--- config.mk ---
export PLATFORM = sky130hd
export DESIGN_NAME = ex_stage_md
export DESIGN_NICKNAME = d
export VERILOG_FILES = /design/src/rtl/ex_stage_md.sv
export SDC_FILE = /design/constraint.sdc
export NUM_CORES = 1
export LEC_CHECK = 0
export BUFFER_PORTS_ARGS = -buffer_cell sky130_fd_sc_hd__buf_2
export CAP_MARGIN = 20
export CORE_MARGIN = 2
export CORE_UTILIZATION = 40
export CTS_CLUSTER_DIAMETER = 150
export CTS_CLUSTER_SIZE = 16
export DETAILED_ROUTE_END_ITERATION = 16
export PLACE_DENSITY_LB_ADDON = 0.1
export SLEW_MARGIN = 20
export SYNTH_ARGS = -nofsm -noshare
export SYNTH_HDL_FRONTEND = slang
export SYNTH_SLANG_ARGS = --single-unit
--- constraint.sdc ---
create_clock -name clk -period 9.5 [get_ports clk]
set_clock_uncertainty 0.15 [all_clocks]
set_input_delay 1.9 -clock clk [delete_from_list [all_inputs] [get_ports clk]]
set_output_delay 1.9 -clock clk [all_outputs]
set_load 0.05 [all_outputs]
--- src/rtl/ex_stage_md.sv ---
// ex_stage_md: MIPS execute stage with ID/EX register, single-cycle ALU and
// an iterative radix-2 multiply/divide unit.
//   clk, rst_n       : clock, synchronous active-low reset
//   id_*             : instruction presented by ID (held by ID while ex_busy)
//   ex_flush         : squash incoming instruction, abort in-flight mul/div
//   ex_busy          : stall request to ID while mul/div iterates
//   ex_*             : registered controls/data and ALU result to MEM
module ex_stage_md #(
   parameter int DATA_W  = 32,
   parameter int RADDR_W = 5,
   parameter int TAG_W   = 8,
   parameter int SH_W    = $clog2(DATA_W)
) (
   input  logic               clk,
   input  logic               rst_n,
   input  logic               id_valid,
   input  logic [DATA_W-1:0]  id_imm,
   input  logic [DATA_W-1:0]  id_inA,
   input  logic [DATA_W-1:0]  id_inB,
   input  logic               id_wreg,
   input  logic               id_m2reg,
   input  logic               id_wmem,
   input  logic [3:0]         id_aluc,
   input  logic               id_aluimm,
   input  logic               id_shift,
   input  logic [1:0]         id_md,
   input  logic [RADDR_W-1:0] id_destR,
   input  logic [TAG_W-1:0]   id_tag,
   input  logic               ex_flush,
   output logic               ex_busy,
   output logic               ex_valid,
   output logic               ex_wreg,
   output logic               ex_m2reg,
   output logic               ex_wmem,
   output logic [DATA_W-1:0]  ex_aluR,
   output logic [DATA_W-1:0]  ex_inB,
   output logic [RADDR_W-1:0] ex_destR,
   output logic               ex_zero,
   output logic [TAG_W-1:0]   ex_tag
);

   typedef struct packed {
      logic               valid;
      logic               wreg;
      logic               m2reg;
      logic               wmem;
      logic [1:0]         md;
      logic [3:0]         aluc;
      logic               aluimm;
      logic               shift;
      logic [DATA_W-1:0]  imm;
      logic [DATA_W-1:0]  ina;
      logic [DATA_W-1:0]  inb;
      logic [RADDR_W-1:0] destr;
      logic [TAG_W-1:0]   tag;
   } idex_t;

   typedef enum logic [1:0] {S_IDLE, S_RUN, S_DONE} state_t;

   idex_t             r_q, r_d;
   state_t            st_q, st_d;
   logic [SH_W-1:0]   cnt_q, cnt_d;
   // mul: acc = partial product, x = shifted multiplicand, y = multiplier
   // div: acc = partial remainder, x = dividend/quotient, y = divisor
   logic [DATA_W-1:0] acc_q, acc_d, x_q, x_d, y_q, y_d;

   logic              cap_ok, load, cap_md;
   logic [DATA_W:0]   rsh, rdiff;
   logic [DATA_W-1:0] a_in, b_in, alu_r, md_r;

   // A operand: shift amount from imm[10:6] or register operand
   function automatic logic [DATA_W-1:0] sel_a(input logic sh,
                                               input logic [DATA_W-1:0] imm,
                                               input logic [DATA_W-1:0] ina);
      return sh ? ((imm >> 6) & DATA_W'(31)) : ina;
   endfunction

   assign ex_busy = (st_q == S_RUN);
   assign cap_ok  = id_valid & ~ex_flush;
   // a flush during RUN forces a bubble in even though ID is stalled
   assign load    = ~ex_busy | ex_flush;
   assign cap_md  = cap_ok & (id_md != 2'b00);

   always_comb begin
      r_d = r_q;
      if (load) begin
         r_d.valid  = cap_ok;
         r_d.wreg   = cap_ok & id_wreg;
         r_d.m2reg  = cap_ok & id_m2reg;
         r_d.wmem   = cap_ok & id_wmem;
         r_d.md     = cap_ok ? id_md : 2'b00;
         r_d.aluc   = id_aluc;
         r_d.aluimm = id_aluimm;
         r_d.shift  = id_shift;
         r_d.imm    = id_imm;
         r_d.ina    = id_inA;
         r_d.inb    = id_inB;
         r_d.destr  = id_destR;
         r_d.tag    = id_tag;
      end
   end

   always_comb begin
      st_d  = st_q;
      cnt_d = cnt_q;
      acc_d = acc_q;
      x_d   = x_q;
      y_d   = y_q;
      // restoring-divide trial subtract; bit DATA_W of rdiff is the borrow
      rsh   = {acc_q, x_q[DATA_W-1]};
      rdiff = rsh - {1'b0, y_q};
      case (st_q)
         S_RUN: begin
            if (ex_flush) begin
               st_d = S_IDLE;
            end else begin
               if (r_q.md == 2'b01) begin
                  if (y_q[0]) acc_d = acc_q + x_q;
                  x_d = x_q << 1;
                  y_d = y_q >> 1;
               end else if (!rdiff[DATA_W]) begin
                  acc_d = rdiff[DATA_W-1:0];
                  x_d   = {x_q[DATA_W-2:0], 1'b1};
               end else begin
                  acc_d = rsh[DATA_W-1:0];
                  x_d   = {x_q[DATA_W-2:0], 1'b0};
               end
               cnt_d = cnt_q + 1'b1;
               if (cnt_q == SH_W'(DATA_W - 1)) st_d = S_DONE;
            end
         end
         default: begin
            // IDLE and DONE both capture; operands latched from ID directly
            if (cap_md) begin
               st_d  = S_RUN;
               cnt_d = '0;
               acc_d = '0;
               x_d   = sel_a(id_shift, id_imm, id_inA);
               y_d   = id_aluimm ? id_imm : id_inB;
            end else begin
               st_d = S_IDLE;
            end
         end
      endcase
   end

   always_ff @(posedge clk) begin
      if (!rst_n) begin
         r_q   <= '0;
         st_q  <= S_IDLE;
         cnt_q <= '0;
         acc_q <= '0;
         x_q   <= '0;
         y_q   <= '0;
      end else begin
         r_q   <= r_d;
         st_q  <= st_d;
         cnt_q <= cnt_d;
         acc_q <= acc_d;
         x_q   <= x_d;
         y_q   <= y_d;
      end
   end

   assign a_in = sel_a(r_q.shift, r_q.imm, r_q.ina);
   assign b_in = r_q.aluimm ? r_q.imm : r_q.inb;

   always_comb begin
      alu_r = '0;
      case (r_q.aluc)
         4'd0:  alu_r = a_in + b_in;
         4'd1:  alu_r = a_in - b_in;
         4'd2:  alu_r = a_in & b_in;
         4'd3:  alu_r = a_in | b_in;
         4'd4:  alu_r = a_in ^ b_in;
         4'd5:  alu_r = ~(a_in | b_in);
         4'd6:  alu_r = DATA_W'($signed(a_in) < $signed(b_in));
         4'd7:  alu_r = DATA_W'(a_in < b_in);
         4'd8:  alu_r = b_in << a_in[SH_W-1:0];
         4'd9:  alu_r = b_in >> a_in[SH_W-1:0];
         4'd10: alu_r = $unsigned($signed(b_in) >>> a_in[SH_W-1:0]);
         4'd11: alu_r = b_in << (DATA_W / 2);
         default: alu_r = '0;
      endcase
   end

   assign md_r     = (r_q.md == 2'b10) ? x_q : acc_q;
   assign ex_aluR  = (r_q.md != 2'b00) ? md_r : alu_r;
   assign ex_zero  = (ex_aluR == '0);
   assign ex_valid = r_q.valid & ~ex_busy;
   assign ex_wreg  = r_q.wreg  & ~ex_busy;
   assign ex_m2reg = r_q.m2reg & ~ex_busy;
   assign ex_wmem  = r_q.wmem  & ~ex_busy;
   assign ex_inB   = r_q.inb;
   assign ex_destR = r_q.destr;
   assign ex_tag   = r_q.tag;

endmodule

==> metrics, run 1 <==
status=complete, no violations; post-synth top area share=0.1847; Sequential cell area=4487 sq um; Avg Inst Size Synth=7.269 sq um; crit path cell chain=buf_4 -> mux2i_2 -> ha_1 -> a21o_1 -> o21a_1 -> a311oi_1 -> nand2_1 -> xor2_1 -> a32oi_1 -> a22oi_2 -> or4_1 -> or4b_1 -> or4_1 -> or4_1 -> nor4_2 -> buf_2; Synth Area in Simple Gates=0.2181; CP max FO=15; Leak Pwr=0.01149 uW; Async S/R FF share, synth=0; post-synthesis mux area share=0.08228; share of cells above drive strength 1=0.1310; PortBufs=206; HPWL Detailed=104.6 mm; Post-synth EDFFs=0; biggest area consumer among synthesized cells=dfxtp_1; Worst-Skew Late Latency=550 ps; compound-gate portion of the synthesized area=0.3236; minimum clock period=9356 ps; initial antenna violation count=4; Final WS setup=143.6 ps; Syn Nets=3637; CP arrival=7310 ps; Worst-Margin Slew=1172 ps; Power Density=134.9 nW/um^2; DRC=0; Die X-Extent=250.4 um; GRT Util Overall=0.4033; FMAX=0.1069 GHz; Synth area leaders=dfxtp_1 18%, ha_1 8.7%, nand2_1 8.4%; RSZ-0062 raised after global routing=no; Syn Inst Count=3341; Tot Pwr=3588 uW; CP required=7450 ps; CP max-delay cell=mux2i_2; Sink Count=224; Vias/cell=6.617; Core Area=60130 sq um; Netlist cell types=92; worst hold path class=flip-flop to flip-flop; crit start category=flip-flop; relative slew slack=0.1984; most common cell after layout, fill and taps aside=nand2_1; CTS clk-pin slew, worst paths=80 ps; pre-CTS WS=271.0 ps; Clock Tree Root=clkbuf_16; fin nets=3691; xor-xnor portion of the synthesized cell area=0.02416; Final Hold Viols=0; crit share post-route=0.9849; multi-input logic area=18120 sq um; die footprint=62700 sq um; Num CTS Buffers=18; wire per inst=31.50 um; IO Pins=207; Synth Cell Area=24280 sq um; CTS tree=yes; largest net degree at the start of global routing=98; H-tree levels=1; 1st-pass router iterations=8; Max-Cap Viols=0; adder-cell share of the synthesized area=0.08986; CP Capture Type=output port; global-route wire length before repair=186.5 mm; Seq/Total Area, Yosys=0.1847; row cnt=90; GPL Wtd Cong=1.026; register bit total from synthesis=224; Crit path largest cell delay=640 ps; vias in the first global route=25890; die height=250.4 um; Iter 0 DRT Violations=3835; Synth Flop Type=dfxtp_1; Area growth, synth to finish=9.522%; largest family of logic cells by synthesized area=compound AO/OA/AOI/OAI gates; most frequent cells in the layout=543 x nand2_1, 222 x dfxtp_1, 212 x nor2_1; Slew Limit Fails=0; Setup violations, final=0; Routed Antenna Nets=0; initial core utilization=0.4038; Post-Route WL=131.7 mm; Remaining Overflow, GRT=0; Filler Cells Inserted=6219; detailed-route via count=27670; worst vdd ir=144.4 uV; warnings from Yosys=0; Clock Path Buffers=3; Crit Path Class=flip-flop to output port; Top cell by count, worst path=or4_1
registers in the layout, summed over array words and instances (netlist names):
name / cells
ex_inB: 32
y_q: 32
r_q: 76
x_q: 32
cnt_q: 5
ex_destR: 5
ex_tag: 8
st_q: 2
acc_q: 32
per-stage QoR:
stage / utilization / TNS (ps) / area [sq um] / hold slack, ps / instances
floorplan: - / 0 / 24280 / 273.7 / 3341
global placement: 0.4323 / -111.9 / 26000 / 285.8 / 4154
detailed placement: 0.4324 / 0 / 26000 / 293.7 / 4154
CTS: 0.4416 / 0 / 26550 / 303.7 / 4176
global route: 0.4421 / 0 / 26590 / 333.4 / 4178
finish: 0.4423 / 0 / 26600 / 302.1 / 4182
synthesized netlist by cell type (58+ instances only):
| master | instances |
|---|---|
| o21ai_0 | 166 |
| dfxtp_1 | 224 |
| nor2_1 | 213 |
| nand3_1 | 73 |
| nand2_1 | 543 |
| o211ai_1 | 68 |
| mux2i_1 | 147 |
| nor3_1 | 58 |
| ha_1 | 168 |
| a21boi_0 | 154 |
| clkbuf_1 | 192 |
| a21oi_1 | 190 |
| inv_1 | 130 |
per-layer routing:
layer | track usage | vias up | wire length, um
li1 | - | 12280 | -
met1 | 0.5275 | 13500 | 54360
met2 | 0.6184 | 1565 | 56410
met3 | 0.06609 | 327 | 11060
met4 | 0.2524 | 0 | 9882
met5 | 0 | - | 0
cell families after synthesis:
group           after synthesis
mux                         176
xor+xnor                     67
simple gates               1156
buf+inv                     431
flops                       224
fa+ha+maj                   172
compound gates             1115
power breakdown:
group / leakage (uW) / total, uW / internal [uW] / switching [uW]
registers: 0.00184 / 1050 / 988 / 65.3
clock network: 0.000250 / 762 / 371 / 391
logic: 0.00939 / 1770 / 560 / 1210
path summary, 6_finish.rpt:
path | startpoint | end | slack [ps] | cells after the start
hold / removal | r_q[120]$_SDFFE_PN0N_ | r_q[120]$_SDFFE_PN0N_ | 300 | 2
setup / recovery | r_q[110]$_SDFFE_PN0N_ | ex_zero | 140 | 16
hold reg to reg | r_q[120]$_SDFFE_PN0N_ | r_q[120]$_SDFFE_PN0N_ | 300 | 2
setup reg to reg | y_q[0]$_SDFFE_PN0P_ | acc_q[27]$_SDFFE_PN0P_ | 4360 | 15
repair_timing:
| item | CTS | global route |
|---|---|---|
| hold buffers | 0 | 0 |
| resized for setup | 4 | 4 |
| endpoints found under the setup margin | 1 | 1 |
| setup buffers | 1 | 2 |
worst max-delay path: cells and delay by family, from the launching register on:
kind,cells,cell delay (ps)
xor gates and xnor gates,1,160
and+or+nand+nor,6,2800
DFF,1,600
adders and majority gates,1,520
muxes,1,640
AOI/OAI and AO/OA,5,1310
buffers and inverters,2,720
cell type report:
type                       count  share of cell area
antenna                        4           0.0003763
multi-input combinational   2686              0.6812
sequential                   224              0.1687
tap                          782             0.03679
timing repair buffer         322             0.07315
clock buffer                  18             0.01694
inverter                     143             0.02046
clock inverter                 3            0.002352
No activity file was read; power rests on OpenSTA's default activity.
==> inputs of run 2 (changes only) <==
--- a/config.mk
+++ b/config.mk
@@ -7,6 +7,8 @@
 export LEC_CHECK = 0
 export BUFFER_PORTS_ARGS = -buffer_cell sky130_fd_sc_hd__buf_2
 export CAP_MARGIN = 20
+export CELL_PAD_IN_SITES_DETAIL_PLACEMENT = 1
+export CELL_PAD_IN_SITES_GLOBAL_PLACEMENT = 1
 export CORE_MARGIN = 2
 export CORE_UTILIZATION = 40
 export CTS_CLUSTER_DIAMETER = 150
==> run 2 against run 1 <==
  * Sequential power about the same
  * Utilization down 0.15 points
  * Worst hold slack better by 8.2 ps
  * Fmax up 1.9%
==> metrics, run 2 (synthesis gave the netlist of run 1 again) <==
Routed Antenna Nets=0; crit start category=flip-flop; CP required=7450 ps; Filler Cells Inserted=7630; switching power=1687 uW; relative slew slack=0.2143; CP max FO=13; CTS clk-pin slew, worst paths=80 ps; fin area=26510 sq um; switching share of power=0.4685; row cnt=90; worst vdd ir=117.8 uV; Clock Path Buffers=3; GRT Util Overall=0.4187; Worst-Margin Slew=1172 ps; IO Pins=207; global-route wire length before repair=195.7 mm; Remaining Overflow, GRT=0; Setup TNS Final=0 ps; hold buffers post-CTS=0; CTS tree=yes; Final Hold Viols=0; internal power=1913 uW; Num CTS Buffers=18; 1st-pass router iterations=8; combinational power share=0.495; multi-input logic area=18110 sq um; clock power share=0.212; Post-Route WL=135.7 mm; area of placed instances=25970 sq um; RSZ-0062 raised after global routing=no; GPL Wtd Cong=1.047; Sequential cell area=4491 sq um; Sequential Power Share=0.294; Core Area=60130 sq um; Setup violations, final=0; Clock Tree Root=clkbuf_16; most common cell after layout, fill and taps aside=nand2_1; Leak Pwr=0.01144 uW; die height=250.4 um; initial antenna violation count=6; Worst-Skew Late Latency=550 ps; detailed-route via count=28000; initial core utilization=0.4038; most frequent cells in the layout=543 x nand2_1, 221 x dfxtp_1, 212 x nor2_1; Power Density=135.8 nW/um^2; Crit Path Class=flip-flop to output port; CP Capture Type=output port; Slew Limit Fails=0; share of cells above drive strength 1=0.1287; most flop-heavy register=r_q; max reg flops=76; die footprint=62700 sq um; worst hold path class=flip-flop to flip-flop; status=complete, no violations; Die X-Extent=250.4 um; H-tree levels=1; FMAX=0.1089 GHz; wire per inst=32.54 um; minimum clock period=9181 ps; Vias/cell=6.711; crit share post-route=0.9664; Iter 0 DRT Violations=2808; Area growth, synth to finish=9.145%; Sink Count=224; PortBufs=206; HPWL Detailed=107.3 mm; fin nets=3682; DRC=0; CP arrival=7130 ps; Max-Cap Viols=0; largest net degree at the start of global routing=93; vias in the first global route=27810
[run 2: path summary, 6_finish.rpt]
kind              slack [ps]  cells past startpoint                     end                    from
setup / recovery         320                     17                 ex_zero   r_q[110]$_SDFFE_PN0N_
hold / removal           310                      2  ex_tag[6]$_SDFFE_PN0N_  ex_tag[6]$_SDFFE_PN0N_
setup reg to reg        4480                     15  acc_q[27]$_SDFFE_PN0P_     y_q[0]$_SDFFE_PN0P_
hold reg to reg          310                      2  ex_tag[6]$_SDFFE_PN0N_  ex_tag[6]$_SDFFE_PN0N_
[run 2: cell type report]
cell class,count,area share
Multi-Input combinational cell,2686,0.6833
Sequential cell,224,0.1694
Timing Repair Buffer,313,0.07015
Tap cell,782,0.03691
Inverter,143,0.02053
Clock buffer,18,0.01699
Clock inverter,3,0.002360
Antenna cell,3,0.0002832
[run 2: metal layers]
metal / routed length, um / GRT usage / vias to the layer above / part of all wire
li1: - / - / 12260 / -
met1: 53540 / 0.5187 / 13930 / 0.39
met2: 59300 / 0.6487 / 1413 / 0.44
met3: 11500 / 0.08480 / 390 / 0.085
met4: 11360 / 0.2985 / 6 / 0.084
met5: 46 / 0 / - / 0.00034
[run 2: through the flow]
step,utilization,worst slack (ps),cells,hold WS (ps),power (uW)
after detailed placement,0.4318,734.0,4148,305.3,2792
after global placement,0.4318,767.9,4147,288.4,2765
after floorplan,-,396.8,3341,273.7,2174
after global routing,0.4407,164.1,4170,334.9,3726
after CTS,0.4404,117.4,4169,313.8,3549
final,0.4408,318.9,4172,310.3,3600
[run 2: power by group through the flow]
stage / clock network, uW / registers [uW] / logic [uW]
3_3_place_gp: 0 / 1070 / 1690
6_report: 762 / 1060 / 1780
4_1_cts: 771 / 1050 / 1720
5_1_grt: 808 / 1060 / 1860
2_1_floorplan: 0 / 1040 / 1130
3_5_place_dp: 0 / 1080 / 1720
[run 2: critical path, stage by stage, from the launching register on]
cell,delay (ps)
dfxtp_4,600
buf_4,310
nor2b_1,130
a21oi_1,620
inv_1,310
ha_1,310
or3_1,400
o21ba_2,250
a21oi_1,330
o221ai_1,190
a32oi_1,320
a22oi_2,90
or4_1,590
or4b_1,480
or4_1,560
or4_1,560
nor4_2,220
buf_2,300
[run 2: what timing repair did]
| item | CTS | global route |
|---|---|---|
| resized for setup | 0 | 3 |
| endpoints found under the setup margin | 0 | 1 |
| hold endpoints to repair | 0 | 0 |
| setup buffers | 0 | 0 |
